[src/rtl/temp_pkg.sv]
// Shared types and constants for the on-die temperature sampler.
package temp_pkg;

  localparam int unsigned TEMP_W          = 12;
  localparam int unsigned ACC_W           = 16;
  localparam logic [11:0] TEMP_RESET_CODE = 12'hFFF;
  localparam int unsigned TIMEOUT_LIMIT   = 1024;

  typedef enum logic [1:0] {
    ST_IDLE,
    ST_REQ,
    ST_WAIT,
    ST_WAIT_PERIOD
  } state_e;

endpackage

[src/rtl/temp_avg.sv]
// Block averager: accumulates 2^AVG_LOG2 raw ADC codes and emits their truncated mean.
module temp_avg
  import temp_pkg::*;
#(
  parameter int unsigned AVG_LOG2 = 3
) (
  input  logic              clk,
  input  logic              rst_n,
  input  logic              sample_valid_i,
  input  logic [TEMP_W-1:0] sample_data_i,
  output logic [TEMP_W-1:0] temp_o,
  output logic              temp_valid_o
);

  localparam int unsigned CNT_W = AVG_LOG2 + 1;
  localparam int unsigned NSAMP = 1 << AVG_LOG2;
  localparam logic [CNT_W-1:0] CNT_FULL = NSAMP[CNT_W-1:0];

  logic [ACC_W-1:0]  acc_q, acc_d, sum;
  logic [CNT_W-1:0]  cnt_q, cnt_d, cnt_inc;
  logic [TEMP_W-1:0] temp_q, temp_d;
  logic              temp_valid_q, temp_valid_d;

  always_comb begin
    acc_d        = acc_q;
    cnt_d        = cnt_q;
    temp_d       = temp_q;
    temp_valid_d = 1'b0;
    sum          = acc_q + {{(ACC_W-TEMP_W){1'b0}}, sample_data_i};
    cnt_inc      = cnt_q + CNT_W'(1);
    if (sample_valid_i) begin
      // The sample arriving this cycle completes the block: divide the sum including it.
      if (cnt_inc == CNT_FULL) begin
        temp_d       = sum[AVG_LOG2 +: TEMP_W];
        temp_valid_d = 1'b1;
        acc_d        = '0;
        cnt_d        = '0;
      end else begin
        acc_d = sum;
        cnt_d = cnt_inc;
      end
    end
  end

  always_ff @(posedge clk or negedge rst_n) begin
    if (!rst_n) begin
      acc_q        <= '0;
      cnt_q        <= '0;
      temp_q       <= TEMP_RESET_CODE;
      temp_valid_q <= 1'b0;
    end else begin
      acc_q        <= acc_d;
      cnt_q        <= cnt_d;
      temp_q       <= temp_d;
      temp_valid_q <= temp_valid_d;
    end
  end

  assign temp_o       = temp_q;
  assign temp_valid_o = temp_valid_q;

endmodule

[src/rtl/temp_sampler.sv]
// Periodic temperature-diode sampler: issues ADC requests every SAMPLE_PERIOD cycles and averages results.
// Optional WAIT timeout with sticky err is enabled by defining TEMP_SAMPLER_TIMEOUT_EN.
module temp_sampler
  import temp_pkg::*;
#(
  parameter int unsigned SAMPLE_PERIOD = 50000,
  parameter int unsigned AVG_LOG2      = 3,
  parameter logic [4:0]  CHANNEL       = 5'd17
) (
  input  logic              clk,
  input  logic              rst_n,
  input  logic              enable,
  output logic              cmd_valid,
  output logic [4:0]        cmd_channel,
  input  logic              cmd_ready,
  input  logic              rsp_valid,
  input  logic [TEMP_W-1:0] rsp_data,
  output logic [TEMP_W-1:0] temp,
  output logic              temp_valid,
  output logic              err
);

  localparam int unsigned PER_W = (SAMPLE_PERIOD > 1) ? $clog2(SAMPLE_PERIOD) : 1;
  localparam logic [PER_W-1:0] PER_RELOAD = PER_W'(SAMPLE_PERIOD - 1);

  state_e           state_q;
  logic [PER_W-1:0] per_q;
  logic             pend_q;
  logic             cmd_valid_q;
  logic             per_zero;
  logic             sample_take;
  logic             restart;
  logic             timeout;

  assign per_zero    = (per_q == '0);
  assign sample_take = (state_q == ST_WAIT) && rsp_valid;
  // A period that expired during REQ/WAIT is owed immediately after the response.
  assign restart     = pend_q || per_zero;

`ifdef TEMP_SAMPLER_TIMEOUT_EN
  logic [10:0] wait_cnt_q;
  logic        err_q;

  assign timeout = (state_q == ST_WAIT) && !rsp_valid && (wait_cnt_q == 11'(TIMEOUT_LIMIT));
  assign err     = err_q;

  always_ff @(posedge clk or negedge rst_n) begin
    if (!rst_n) begin
      wait_cnt_q <= '0;
      err_q      <= 1'b0;
    end else begin
      if (state_q != ST_WAIT) begin
        wait_cnt_q <= '0;
      end else if (wait_cnt_q != '1) begin
        wait_cnt_q <= wait_cnt_q + 11'(1);
      end
      if (timeout) begin
        err_q <= 1'b1;
      end
    end
  end
`else
  assign timeout = 1'b0;
  assign err     = 1'b0;
`endif

  always_ff @(posedge clk or negedge rst_n) begin
    if (!rst_n) begin
      state_q     <= ST_IDLE;
      per_q       <= PER_RELOAD;
      pend_q      <= 1'b0;
      cmd_valid_q <= 1'b0;
    end else begin
      if (state_q != ST_IDLE) begin
        per_q <= per_zero ? PER_RELOAD : per_q - PER_W'(1);
      end
      case (state_q)
        ST_IDLE: begin
          if (enable) begin
            state_q     <= ST_REQ;
            cmd_valid_q <= 1'b1;
            per_q       <= PER_RELOAD;
          end
        end
        ST_REQ: begin
          if (per_zero) begin
            pend_q <= 1'b1;
          end
          if (cmd_ready) begin
            state_q     <= ST_WAIT;
            cmd_valid_q <= 1'b0;
          end
        end
        ST_WAIT: begin
          if (per_zero) begin
            pend_q <= 1'b1;
          end
          if (timeout) begin
            state_q <= ST_WAIT_PERIOD;
            pend_q  <= 1'b0;
          end else if (rsp_valid) begin
            pend_q <= 1'b0;
            if (!restart) begin
              state_q <= ST_WAIT_PERIOD;
            end else if (enable) begin
              state_q     <= ST_REQ;
              cmd_valid_q <= 1'b1;
            end else begin
              state_q <= ST_IDLE;
            end
          end
        end
        ST_WAIT_PERIOD: begin
          if (per_zero) begin
            if (enable) begin
              state_q     <= ST_REQ;
              cmd_valid_q <= 1'b1;
            end else begin
              state_q <= ST_IDLE;
            end
          end
        end
        default: begin
          state_q     <= ST_IDLE;
          cmd_valid_q <= 1'b0;
        end
      endcase
    end
  end

  temp_avg #(
    .AVG_LOG2(AVG_LOG2)
  ) u_avg (
    .clk           (clk),
    .rst_n         (rst_n),
    .sample_valid_i(sample_take),
    .sample_data_i (rsp_data),
    .temp_o        (temp),
    .temp_valid_o  (temp_valid)
  );

  assign cmd_valid   = cmd_valid_q;
  assign cmd_channel = CHANNEL;

endmodule
[config.mk]
export PLATFORM = sky130hd
export DESIGN_NAME = temp_sampler
export DESIGN_NICKNAME = d
export VERILOG_FILES = /design/src/rtl/temp_pkg.sv /design/src/rtl/temp_avg.sv /design/src/rtl/temp_sampler.sv
export SDC_FILE = /design/constraint.sdc
export NUM_CORES = 1
export LEC_CHECK = 0
export CORE_ASPECT_RATIO = 0.75
export CORE_MARGIN = 2
export CORE_UTILIZATION = 40
export DETAILED_ROUTE_END_ITERATION = 10
export PLACE_DENSITY_LB_ADDON = 0.15
export SYNTH_ARGS = -nofsm -noshare
export SYNTH_HDL_FRONTEND = slang
export SYNTH_HIERARCHICAL = 1
export SYNTH_SLANG_ARGS = --single-unit
[constraint.sdc]
create_clock -name clk -period 2.3 [get_ports clk]
set_input_delay 0.46 -clock clk [delete_from_list [all_inputs] [get_ports clk]]
set_output_delay 0.46 -clock clk [all_outputs]
set_load 0.03 [all_outputs]
==> reports/qor.csv, run 1 <==
metric,value,unit
drt_first_pass_iters,4,
cap_violations,0,
worstSetupStartpointType,input port,
ios,37,
grt_pass1_wl,13000,microns
hold_buffers,0,
fin_crit,2200,ps
utilization,51.8,%
dp_hpwl,5970,microns
cts_made_buffers,5,
seq_area_frac_synth,40.9,%
period_share,95.5,%
yosys.area.top_type,dfrtp_1,
cellPowerDensity,1150,nW/um^2
grt_util_met3,3.73,%
route.antenna.remaining_nets,0,
crit_type,in -> reg,
fin_tns_setup,0,ps
final.setup.worst_slack,104,ps
grt_use_met1,29.9,%
vdd_ir_drop_max,0.000579,V
pre_cts_slack,-400,ps
io_buffers,30,
grt-busiest-layer,met1,
total_leakage_power,1.71,nW
dpl_cell_area,3930,sq um
status,completed,
synth_common_cells,"38 x nand2_1, 31 x dfrtp_1, 22 x nor2_1",
syn_to_final_growth,26.0,%
cts_tree,yes,
arrival,2460,ps
antenna_found_initial,0,
async_flop_share,100,%
clockBufferDepth,2,
rsz0062_at_grt,false,
fin_worst_skew,12.0,ps
grt_use_met2,25.7,%
die_h,82.0,microns
stdcell_count,518,
setup_violations,0,
whs,23.7,ps
grt_pass1_vias,2606,
max_freq,455,MHz
cts_max_level,2,
finalPower,4.70,mW
num_vias,2781,
rr_worst_depth,8,
worstPathMaxFanout,8,
routed_via_density,5.37,
nNetsFinal,448,
wl_per_cell,15.0,microns
die_area,8850,sq um
finalHoldViolCount,0,
endpoint_kind,flip-flop,
timing.rr.end,u_avg/acc_q[8],
synth_area,3240,sq um
crit_required,2560,ps
clk_pin_slew,100,ps
drt_iter0_markers,197,
syn-instance-count,340,
fin_area,4090,sq um
grt_max_degree,21,
gp_congestion,0.900,
drive_gt1_share,23.5,%
reg2reg_from,u_avg/acc_q[0],
synth-edff-count,0,
syn_area_per_cell,9.54,sq um
totalWireLength,7790,microns
die_x,108,microns
synth_top_flop_cell,dfrtp_1,
yosysTopAreaCellShare,23.9,%
cts_root_buf,clkbuf_8,
grt_usage,18.8,%
cts_sinks,52,
core,7880,sq um
clkLatencyLatePin,320,ps
start_util,41.1,%
drc_errors,0,
r2r_slack,190,ps
core.rowCount,28,
synth_cell_type_count,65,
drv_slew,0,
yosysMostFrequentCell,nand2_1,
synth_area_leaders,"dfrtp_1 24%, dfstp_2 17%, ha_1 6.9%",
dp.cells,509,
grt-ovfl-total,0,
yosys_warnings,6,
hold_path.class,in -> async,
ys_seq_elements,52,
antenna_cells,0,
worst max-delay path by stage:
stage | slack [ps] | end | start
global placement | -390 | u_avg/acc_q[8] | rsp_data[0]
floorplan | 200 | u_avg/acc_q[8] | rsp_data[0]
CTS | -4 | u_avg/acc_q[8] | rsp_data[0]
detailed placement | -400 | u_avg/acc_q[8] | rsp_data[0]
global route | 1 | u_avg/acc_q[11] | rsp_data[8]
finish | 100 | u_avg/acc_q[11] | rsp_data[8]
worst max-delay path: stages:
cell	delay (ps)
clkdlybuf4s50_1	410
ha_1	410
o21ai_0	140
nor2_2	240
o22ai_1	200
or4_1	500
nand3_1	90
metal layers:
layer	part of all wire, %	vias up
li1	-	1394
met4	0.35	0
met5	0	-
met1	55	1331
met2	41	54
met3	3.9	2
flip-flops by register name, summed over array words and instances, names as in the netlist:
register,cells
u_avg/temp_o,12
pend_q,1
u_avg/temp_valid_o,1
u_avg/acc_q,15
state_q,2
cmd_valid,1
u_avg/cnt_q,4
per_q,16
layout make-up:
cell class / count / area [sq um]
clock buffer: 5 / 68.8
clock inverter: 3 / 23.8
fill: 729 / 3800
inverter: 15 / 56.3
multi-input combinational: 263 / 1840
sequential: 52 / 1330
tap: 105 / 131
timing repair buffer: 75 / 636
where the power goes:
group / switching, mW / internal, mW / leakage, nW
logic: 1.38 / 1.22 / 1.06
clock network: 0.331 / 0.216 / 0.0404
registers: 0.264 / 1.29 / 0.612
total: 1.97 / 2.73 / 1.71
cells in the final DEF (no fill, tap or decap), types with 4 or more instances in the layout:
cell type	n
a21oi_1	18
buf_4	45
a31oi_1	7
dfrtp_1	31
or3_1	5
nor2_1	22
o211ai_1	6
xor2_1	4
dfstp_2	21
xnor2_1	9
nand3_1	5
o21ai_0	18
nor4_1	5
ha_1	16
o2bb2ai_1	7
nor3_1	8
nand2_1	38
a211oi_1	4
inv_1	14
a21o_1	4
nand2b_1	6
conb_1	6
nor2b_1	4
a21oi_2	5
o21a_1	5
clkbuf_8	5
clkdlybuf4s50_1	28
kinds of logic (layout without fill, tap and decap cells):
family / count (synthesis) / count (layout) / synth area share (%)
AOI/OAI and AO/OA: 101 / 101 / 21.5
xor gates and xnor gates: 13 / 13 / 3.51
adders and majority gates: 19 / 19 / 7.56
buffers and inverters: 29 / 98 / 4.32
DFF: 52 / 52 / 40.9
muxes: 4 / 4 / 1.66
other: 2 / 6 / 0.232
and+or+nand+nor: 120 / 120 / 20.3
timing repair:
action	4_1_cts	5_1_grt
pin swaps	2	4
setup endpoints to repair	3	9
gates cloned	0	0
buffers inserted	0	1
resized for setup	4	7
hold endpoints to repair	0	0
(Power assumes the default switching activity.)
==> inputs of run 2 (changes only) <==
Settings changed: ABC_CLOCK_PERIOD_IN_PS from default to 2700.
Clock period 2.3 ns to 2.7 ns, I/O delays scaled along.
==> reports/qor.csv, run 2 (synthesis results as in run 1) <==
metric,value,unit
status,completed,
timing.rr.end,u_avg/acc_q[8],
cts_root_buf,clkbuf_8,
cts_resized,0,
pre_cts_slack,-79.4,ps
die_h,82.0,microns
antenna_cells,0,
nNetsFinal,427,
largest-register,per_q,
endpoint_kind,flip-flop,
setup_violations,0,
worstPathMaxFanout,5,
grt_pass1_wl,12900,microns
grt_max_degree,53,
totalWireLength,7400,microns
cts_made_buffers,5,
antenna_found_initial,0,
cellPowerDensity,983,nW/um^2
drv_slew,0,
post_cts_buffers,0,
total_leakage_power,1.60,nW
drt_first_pass_iters,4,
fin_worst_skew,8.47,ps
crit_required,2900,ps
max_freq,407,MHz
r2r_slack,510,ps
finalHoldViolCount,0,
arrival,2660,ps
start_util,41.1,%
path_delay_family,compound AO/OA/AOI/OAI gates,
crit_type,in -> reg,
grt_usage,18.5,%
max_stage_delay,460,ps
worst-path-stages,9,
most-common-layout-cells,"38 x nand2_1, 31 x dfrtp_1, 29 x clkdlybuf4s50_1",
core,7880,sq um
final.setup.worst_slack,240,ps
rsz0062_at_grt,false,
die_area,8850,sq um
cts_tree,yes,
core.rowCount,28,
fin_tns_setup,0,ps
hold_buffers,0,
tightestPinTransition,661,ps
worstSetupStartpointType,input port,
cts_max_level,2,
grt-ovfl-total,0,
period_share,91.1,%
drc_errors,0,
final_common_cell,nand2_1,
num_vias,2693,
routed_via_density,5.42,
clk_pin_slew,100,ps
grt_pass1_vias,2531,
ios,37,
cpMostUsedCell,a21o_1,
dp_hpwl,5590,microns
clkLatencyLatePin,300,ps
io_buffers,30,
vdd_ir_drop_max,0.000551,V
die_x,108,microns
maxSlewHeadroom,55.9,%
drt_iter0_markers,164,
cap_violations,0,
syn_to_final_growth,19.4,%
reg2reg_from,state_q[0],
wl_per_cell,14.9,microns
fin_crit,2460,ps
drive_gt1_share,17.1,%
largest_reg_flops,16,
clockBufferDepth,2,
route.antenna.remaining_nets,0,
rr_worst_depth,9,
cts_sinks,52,
path_buf_inv,2,
hold_path.class,in -> async,
crit_chain,clkdlybuf4s50_1 -> ha_1 -> inv_1 -> fa_1 -> nand2b_1 -> a21o_1 -> a21o_1 -> and4_1 -> a221o_1,
gp_congestion,0.896,
slowest_stage,clkdlybuf4s50_1,
## run 2: routing by layer
layer,track usage (%),routed length [microns],vias to the layer above
met2,25.6,2950,66
met3,2.70,383,2
met5,0,0,-
met1,29.9,4050,1281
li1,-,-,1344
met4,3.72,19,0
## run 2: stage by stage
step                instance area (sq um)  util, %  instances  power [mW]  hold slack, ps
floorplan                            3260        -        344        2.66             244
global placement                     3780     48.0        489        3.31             464
detailed placement                   3780     48.0        489        3.34             464
CTS                                  3870     49.1        497        3.82             366
global route                         3870     49.1        497        4.15             391
finish                               3870     49.1        497        3.81             339
## run 2: final cells by class
cell class | count | area, sq um
Fill cell | 763 | 4010
Multi-Input combinational cell | 263 | 1790
Sequential cell | 52 | 1330
Timing Repair Buffer | 54 | 475
Tap cell | 105 | 131
Clock buffer | 6 | 82.6
Inverter | 15 | 56.3
Clock inverter | 2 | 10.0
## run 2: where the power goes
group,total [mW],internal (mW),switching [mW]
Clock,0.469,0.206,0.264
Sequential,1.32,1.10,0.220
Combinational,2.02,0.894,1.13
Total,3.81,2.20,1.61
## run 2: how the worst max path moves through the flow
stage           startpoint               end  slack (ps)
2_1_floorplan  rsp_data[0]    u_avg/acc_q[8]         520
3_3_place_gp   rsp_data[0]    u_avg/acc_q[8]         -50
3_5_place_dp   rsp_data[0]    u_avg/acc_q[8]         -80
4_1_cts        rsp_data[0]    u_avg/acc_q[8]         260
5_1_grt        rsp_data[0]  u_avg/temp_o[11]         110
6_report       rsp_data[0]    u_avg/acc_q[8]         240
